**src/rtl/ov7670_frame_capture.sv**
```systemverilog
// OV7670 capture engine: oversamples the camera bus, pairs bytes into pixels,
// converts them to an 8-bit format and writes a clipped frame into RAM.
module ov7670_frame_capture #(
  parameter int SCREEN_WIDTH  = 176,
  parameter int SCREEN_HEIGHT = 120,
  parameter int ADDR_WIDTH    = 15
) (
  input  logic                  CLOCK,
  input  logic                  RESET,
  input  logic                  PCLK,
  input  logic                  HREF,
  input  logic                  VSYNC,
  input  logic [7:0]            CAM_DATA,
  input  logic                  CAPTURE_EN,
  input  logic [1:0]            MODE,
  output logic [ADDR_WIDTH-1:0] W_ADDR,
  output logic [7:0]            W_DATA,
  output logic                  W_EN,
  output logic                  FRAME_DONE,
  output logic [7:0]            FRAME_COUNT,
  output logic                  SYNC_ERR,
  output logic                  BUSY
);
  localparam int COL_W = $clog2(SCREEN_WIDTH + 1);
  localparam int ROW_W = $clog2(SCREEN_HEIGHT + 1);
  localparam logic [COL_W-1:0]      COL_MAX   = COL_W'(SCREEN_WIDTH);
  localparam logic [ROW_W-1:0]      ROW_MAX   = ROW_W'(SCREEN_HEIGHT);
  localparam logic [ADDR_WIDTH-1:0] LINE_STEP = ADDR_WIDTH'(SCREEN_WIDTH);

  typedef enum logic [1:0] {S_IDLE, S_WAIT, S_ACTIVE} state_t;

  // Bit 0/1 are the synchronizer, bit 2 is the edge-detect history.
  logic [2:0] pclk_q, pclk_d, href_q, href_d, vs_q, vs_d;
  logic [7:0] dat1_q, dat1_d, dat2_q, dat2_d;
  logic       pix_q, pix_d, le_q, le_d, vr_q, vr_d, vf_q, vf_d;
  logic [7:0] evdat_q, evdat_d;

  state_t                state_q, state_d;
  logic [1:0]            mode_q, mode_d;
  logic                  phase_q, phase_d;
  logic [7:0]            b1_q, b1_d;
  logic [COL_W-1:0]      col_q, col_d;
  logic [ROW_W-1:0]      row_q, row_d;
  logic [ADDR_WIDTH-1:0] line_base_q, line_base_d;
  logic [ADDR_WIDTH-1:0] w_addr_q, w_addr_d;
  logic [7:0]            w_data_q, w_data_d;
  logic                  w_en_q, w_en_d, frame_done_q, frame_done_d;
  logic [7:0]            frame_count_q, frame_count_d;
  logic                  sync_err_q, sync_err_d, busy_q, busy_d;
  logic [7:0]            pix_byte;

  always_comb begin
    pclk_d  = {pclk_q[1:0], PCLK};
    href_d  = {href_q[1:0], HREF};
    vs_d    = {vs_q[1:0], VSYNC};
    dat1_d  = CAM_DATA;
    dat2_d  = dat1_q;
    // Events are registered once so the datapath sees a clean single-cycle strobe.
    pix_d   = pclk_q[1] & ~pclk_q[2] & href_q[1];
    le_d    = ~href_q[1] & href_q[2];
    vr_d    = vs_q[1] & ~vs_q[2];
    vf_d    = ~vs_q[1] & vs_q[2];
    evdat_d = dat2_q;
  end

  always_comb begin
    case (mode_q)
      2'd1:    pix_byte = b1_q;
      2'd2:    pix_byte = 8'(col_q) ^ 8'(row_q);
      default: pix_byte = {b1_q[7:5], b1_q[2:0], evdat_q[4:3]};
    endcase
  end

  always_comb begin
    state_d       = state_q;
    mode_d        = mode_q;
    phase_d       = phase_q;
    b1_d          = b1_q;
    col_d         = col_q;
    row_d         = row_q;
    line_base_d   = line_base_q;
    w_addr_d      = w_addr_q;
    w_data_d      = w_data_q;
    w_en_d        = 1'b0;
    frame_done_d  = 1'b0;
    frame_count_d = frame_count_q;
    sync_err_d    = sync_err_q;
    case (state_q)
      S_IDLE: if (vr_q && CAPTURE_EN) state_d = S_WAIT;
      S_WAIT: if (vf_q) begin
        state_d     = S_ACTIVE;
        mode_d      = (MODE == 2'd3) ? 2'd0 : MODE;
        row_d       = '0;
        col_d       = '0;
        phase_d     = 1'b0;
        line_base_d = '0;
      end
      S_ACTIVE: begin
        if (le_q) begin
          col_d = '0;
          if (row_q < ROW_MAX) begin
            row_d       = row_q + 1'b1;
            line_base_d = line_base_q + LINE_STEP;
          end
          if (phase_q) begin
            phase_d    = 1'b0;
            sync_err_d = 1'b1;
          end
        end else if (pix_q) begin
          if (!phase_q) begin
            b1_d    = evdat_q;
            phase_d = 1'b1;
          end else begin
            phase_d = 1'b0;
            if (col_q < COL_MAX) col_d = col_q + 1'b1;
            if (col_q < COL_MAX && row_q < ROW_MAX) begin
              w_en_d   = 1'b1;
              w_addr_d = line_base_q + ADDR_WIDTH'(col_q);
              w_data_d = pix_byte;
            end
          end
        end
        if (vr_q) begin
          if (phase_q && !le_q) sync_err_d = 1'b1;
          phase_d       = 1'b0;
          frame_done_d  = 1'b1;
          frame_count_d = frame_count_q + 8'd1;
          state_d       = CAPTURE_EN ? S_WAIT : S_IDLE;
        end
      end
      default: state_d = S_IDLE;
    endcase
    busy_d = (state_d == S_ACTIVE);
  end

  always_ff @(posedge CLOCK) begin
    if (RESET) begin
      pclk_q <= '0; href_q <= '0; vs_q <= '0; dat1_q <= '0; dat2_q <= '0;
      pix_q <= 1'b0; le_q <= 1'b0; vr_q <= 1'b0; vf_q <= 1'b0; evdat_q <= '0;
      state_q <= S_IDLE; mode_q <= '0; phase_q <= 1'b0; b1_q <= '0;
      col_q <= '0; row_q <= '0; line_base_q <= '0;
      w_addr_q <= '0; w_data_q <= '0; w_en_q <= 1'b0; frame_done_q <= 1'b0;
      frame_count_q <= '0; sync_err_q <= 1'b0; busy_q <= 1'b0;
    end else begin
      pclk_q <= pclk_d; href_q <= href_d; vs_q <= vs_d; dat1_q <= dat1_d; dat2_q <= dat2_d;
      pix_q <= pix_d; le_q <= le_d; vr_q <= vr_d; vf_q <= vf_d; evdat_q <= evdat_d;
      state_q <= state_d; mode_q <= mode_d; phase_q <= phase_d; b1_q <= b1_d;
      col_q <= col_d; row_q <= row_d; line_base_q <= line_base_d;
      w_addr_q <= w_addr_d; w_data_q <= w_data_d; w_en_q <= w_en_d; frame_done_q <= frame_done_d;
      frame_count_q <= frame_count_d; sync_err_q <= sync_err_d; busy_q <= busy_d;
    end
  end

  assign W_ADDR      = w_addr_q;
  assign W_DATA      = w_data_q;
  assign W_EN        = w_en_q;
  assign FRAME_DONE  = frame_done_q;
  assign FRAME_COUNT = frame_count_q;
  assign SYNC_ERR    = sync_err_q;
  assign BUSY        = busy_q;
endmodule

```
**config.mk**
```make
export PLATFORM = sky130hd
export DESIGN_NAME = ov7670_frame_capture
export DESIGN_NICKNAME = d
export VERILOG_FILES = /design/src/rtl/ov7670_frame_capture.sv
export SDC_FILE = /design/constraint.sdc
export NUM_CORES = 1
export LEC_CHECK = 0
export BUFFER_PORTS_ARGS = -buffer_cell sky130_fd_sc_hd__buf_4
export CAP_MARGIN = 20
export CORE_MARGIN = 2
export CORE_UTILIZATION = 45
export CTS_CLUSTER_DIAMETER = 50
export DETAILED_ROUTE_END_ITERATION = 8
export GPL_TIMING_DRIVEN = 0
export SLEW_MARGIN = 5
export SYNTH_ARGS = -nofsm -noshare
export SYNTH_HDL_FRONTEND = slang
export SYNTH_SLANG_ARGS = --single-unit
```
**constraint.sdc**
```tcl
create_clock -name CLOCK -period 2.3 [get_ports CLOCK]
set_input_delay 0.345 -clock CLOCK [delete_from_list [all_inputs] [get_ports CLOCK]]
set_output_delay 0.345 -clock CLOCK [all_outputs]
set_load 0.02 [all_outputs]
```
Yosys cells after proc, flatten, opt, wreduce, memory -nomap -nowiden
Index checks and enable logic that the tools add are counted.

Add/subtract/negate cells: 5. Multiply operators: 0. Divide/modulo/power cells: 0. $lt $le $gt $ge: 2. Equality and inequality tests: 13. Shift operators: 0. Mux-type cells: 33. Bitwise gates (word level): 14. Reduce and logical (&&, ||, !) cells: 15.

Operators with widths (number): 2-to-1 mux 15 bit (3); 2-to-1 mux 8 bit (5); case mux 8 bit (2 select lines) (2); case mux 15 bit (2 select lines) (1); 2-to-1 mux 7 bit (3); adder 8 x 1 -> 8 bit, second input constant (2); adder 15 x 8 -> 15 bit (1); adder 15 x 8 -> 15 bit, second input constant (1); case mux 7 bit (2 select lines) (1); 2-to-1 mux 1 bit (12); AND reduction 5 bit (2); != test 3 bit, second input constant (3); == test 2 bit, second input constant (4); < comparator 8 bit, second input constant (1); 2-to-1 mux 2 bit (4); NOT 1 bit (8); AND reduction 4 bit (2); XOR 8 x 7 -> 8 bit (1); adder 7 x 1 -> 7 bit, second input constant (1); < comparator 7 bit, second input constant (1); != test 2 bit, second input constant (3); case mux 2 bit (3 select lines) (1); AND 1 bit (5); OR reduction 5 bit (1); other kinds (10) (14).

Flip-flop bits (word level): 115. Latch bits: 0. Bits in writable memories: 0. Bits in read-only memories: 0. Output and inout port bits: 35. Logic and storage cells: 106. Memories: 0.

Logic depth before layout (Yosys ltp)
Depth after elaboration: 6. Gate-level depth with buffers: 7.

Least setup slack after synthesis
Ideal clock, no wire load.

Kind: reg2reg. Start point: reg col_q[7]. End point: reg w_addr_q[14] (netlist: W_ADDR[14]). Library setup time: 0.091 ns. Arrival: 1.879 ns. Data required time: 2.209 ns. Slack: 0.330 ns. Cell stages (with the launch flop): 7. Clock period less this slack: 1.970 ns. Cells stage by stage: dfxtp_1 ha_1 o21ai_0 o21ba_2 clkbuf_1 or4_1 a311oi_1.

Cells in the longest elaborated chain, start to end: 3. Elaborated cells on any way between the ends: 4.

Ends and longest elaborated chain: start: declaration (line 42) `logic [COL_W-1:0] col_q, col_d;`; start signal: assignment (line 148) `col_q <= col_d; row_q <= row_d; line_base_q <= line_base_d;`; < comparator 8 bit (line 116) `if (col_q < COL_MAX && row_q < ROW_MAX) begin`; logical AND 1 bit (line 116); AND reduction 5 bit (no source line); end signal: assignment (line 149) `w_addr_q <= w_addr_d; w_data_q <= w_data_d; w_en_q <= w_en_d; frame_done_q <= frame_done_d;`; end: declaration (line 45) `logic [ADDR_WIDTH-1:0] w_addr_q, w_addr_d;`.

Parallel ways exist; a longest one is shown, timed or not. A chain may end at the register's enable or synchronous reset.

Worst setup path in the final report
Start point: reg state_q[1]. End point: reg w_addr_q[7] (netlist: W_ADDR[7]).

Cells in the longest elaborated chain, start to end: 2.

Ends and longest elaborated chain: start: declaration (line 38) `state_t state_q, state_d;`; start signal: assignment (line 140) `state_q <= S_IDLE; mode_q <= '0; phase_q <= 1'b0; b1_q <= '0;`; start signal: assignment (line 147) `state_q <= state_d; mode_q <= mode_d; phase_q <= phase_d; b1_q <= b1_d;`; == test 2 bit (line 88) `case (state_q)`; AND reduction 5 bit (no source line).

Every way passes these cells.

==> results_dict.tcl <==
set metrics [dict create \
    h-tree-depth 3 \
    skew_ns 0.00833 \
    n_fill_cell 964 \
    crit_fanout 10 \
    cts_hold_buf 0 \
    total_leakage_power_uw 0.00200 \
    path_clk_slew_ns 0.11 \
    hold_depth 2 \
    grt_max_degree 20 \
    syn_area_per_cell_sq_um 9.24 \
    ys.flop_type "dfxtp_1" \
    core_area_sq_mm 0.00982 \
    reg2reg_slack_ns 0.16 \
    clk_path_buf_depth 2 \
    dr_wl_met2_mm 4.81 \
    report.final.slew_viol_count 0 \
    rsz0062_at_grt "no" \
    worst_slew_pin_slew_ns 0.679 \
    finalPower_uw 3130 \
    synth.largest_area_cell "dfxtp_1" \
    routed.top_layer "met4" \
    stdcell_area_sq_mm 0.00534 \
    grt_pass1_vias 3482 \
    worstPathArrival_ns 2.44 \
    start_util_pct 46.7 \
    io_buffers 50 \
    row_count 36 \
    async_reset_ff_share_pct 0 \
    drive_gt1_share_pct 14.4 \
    status "finished clean" \
    wl_mm 10.9 \
    dr.pass1.iters 4 \
    die_h_microns 105 \
    crit_type "flop to flop" \
    relSlewSlack_pct 54.8 \
    wl_met3_microns 662 \
    drc 0 \
    worstPathRequired_ns 2.60 \
    synth.cell_area_sq_mm 0.00458 \
    start_kind "flop" \
    vias 3788 \
    cap_viol_max_count 0 \
    tritoncts "done" \
    cts_root_buf "clkbuf_8" \
    io_pins 51 \
    p_per_area_mw_per_mm2 586 \
    grt.overflow.total 0 \
    setup_slack_ns 0.158 \
    worstSetupStartpoint "state_q[1]" \
    synth_cell_types 47 \
    gp_congestion 0.865 \
    die_w_microns 105 \
    netlist_instances 496 \
    seq_area_frac_synth_pct 48.5 \
    grt_first_pass_wirelength_mm 17.9 \
    nets 585 \
    syn_to_final_growth_pct 16.6 \
    dp.final_hpwl_mm 7.85 \
    rr_startpoint "state_q[1]" \
    cts_sinks 111 \
    fin_util_pct 54.4 \
    hold_viol_final 0 \
    fin_setup_tns_ns 0 \
    synth.most_common_cell "dfxtp_1" \
    crit_path_end "W_ADDR[7]" \
    yosys_warnings 0 \
    hp-class "primary input to flop" \
    dpl_cell_area_sq_mm 0.00512 \
    setup_viol 0 \
    grt_util_all_layers_pct 20.3 \
    viasPerCell 5.44 \
    synth_seq_cells 111 \
    finalCriticalPeriod_ns 2.14 \
    period_share_pct 93.1 \
    timing.rr.end "W_ADDR[7]" \
    die_area_sq_mm 0.0110 \
    vdd_drop_max_v 0.000411 \
    antenna_found_initial 0 \
    routedWlPerCell_microns 15.6 \
    ant_nets 0 \
    wl_met1_mm 5.27 \
    ff2ff_path_depth 5 \
    synth_commonest_cells "111 x dfxtp_1, 49 x a21oi_1, 36 x nor2b_1, 35 x nor2_1, 33 x o21ai_0" \
    timing.fmax_ghz 0.467 \
    pre_cts_slack_ns 0.125 \
    critPathCaptureType "flop" \
    synth_top_cell_area_share_pct 48.5 \
    cts_made_buffers 9 \
    antenna_cells 0 \
    synth.net_count 522 \
    drt_iter0_markers 152 \
    clock_latency_ns 0.37 \
    synth.area.top_cells "dfxtp_1 48%, a21oi_1 5.4%, nor2b_1 4.9%, o21ai_0 3.6%, nor2_1 2.9%" \
    synth-edff-count 0 \
]
-- critical path, cell delays in order, from the launching register on --
cell and delay, ns:
dfxtp_1 0.53, nand2b_4 0.07, buf_6 0.15, a2111o_1 0.57
or4_1 0.59, a21oi_1 0.17
-- per-layer routing --
layer	vias up	global-route usage, %
met4	0	5.14
li1	1905	-
met1	1773	29.6
met3	9	3.56
met2	101	30.9
met5	-	0
-- cell usage in the layout, fill, tap and decap left out, drive strengths merged, types with 4 or more instances in the layout --
cell type,instances
a211oi,5
a21oi,49
a221o,5
a311oi,6
and3,5
and3b,4
buf,58
clkbuf,31
dfxtp,111
ha,10
inv,13
mux2i,11
nand2,24
nand2b,9
nand3,21
nand3b,6
nand4,4
nor2,35
nor2b,36
nor3,8
o2111ai,7
o21ai,33
o31ai,7
or3,13
or4,8
xnor2,8
xor2,9
-- cells by family after synthesis --
kind of cell / after synthesis / share of synthesized area [%]
and+or+nand+nor: 179 / 21.3
AOI/OAI and AO/OA: 130 / 18.3
DFF: 111 / 48.5
buffers and inverters: 38 / 3.52
xor gates and xnor gates: 17 / 3.25
muxes: 11 / 2.40
adders and majority gates: 10 / 2.73
-- metrics by stage --
stage               cells  hold slack, ns
global route          696           0.171
finish                696           0.176
CTS                   694           0.167
global placement      679           0.393
floorplan             496           0.383
detailed placement    679           0.407
-- power breakdown --
part / total [uW] / switching [uW] / internal (uW) / leakage [uW]
combinational: 86.2 / 48.8 / 37.4 / 0.00102
clock: 1090 / 688 / 406 / 0.0000842
sequential: 1950 / 7.38 / 1950 / 0.000900
total: 3130 / 744 / 2390 / 0.00200
-- flip-flops by register name, summed over array words and instances (netlist names), 2 cells and up --
signal / count
W_ADDR: 15
href_q: 3
dat1_q: 8
state_q: 2
col_q: 8
pclk_q: 3
mode_q: 2
dat2_q: 8
row_q: 7
b1_q: 8
evdat_q: 8
line_base_q: 11
W_DATA: 8
FRAME_COUNT: 8
vs_q: 3
-- cell type report --
class                      count  area (sq um)  share of cell area (%)
timing repair buffer          52           390                    7.31
multi-input combinational    347          2230                    41.7
tap                          133           166                    3.11
buffer                        28           124                    2.32
inverter                      10          37.5                   0.702
sequential                   111          2220                    41.6
clock buffer                   9           124                    2.32
clock inverter                 6          52.6                   0.983
-- how the worst min path moves through the flow --
stage,slack (ns),to,from
3_5_place_dp,0.41,vr_q,vs_q[2]
2_1_floorplan,0.38,vr_q,vs_q[2]
3_3_place_gp,0.39,vr_q,vs_q[2]
5_1_grt,0.17,dat1_q[4],CAM_DATA[4]
6_report,0.18,dat1_q[7],CAM_DATA[7]
4_1_cts,0.17,dat1_q[2],CAM_DATA[2]
-- timing repair --
action | CTS | global route
resized for setup | 0 | 6
buffers inserted | 0 | 2
endpoints found under the setup margin | 0 | 6
Power figures use the tool's default switching activity.
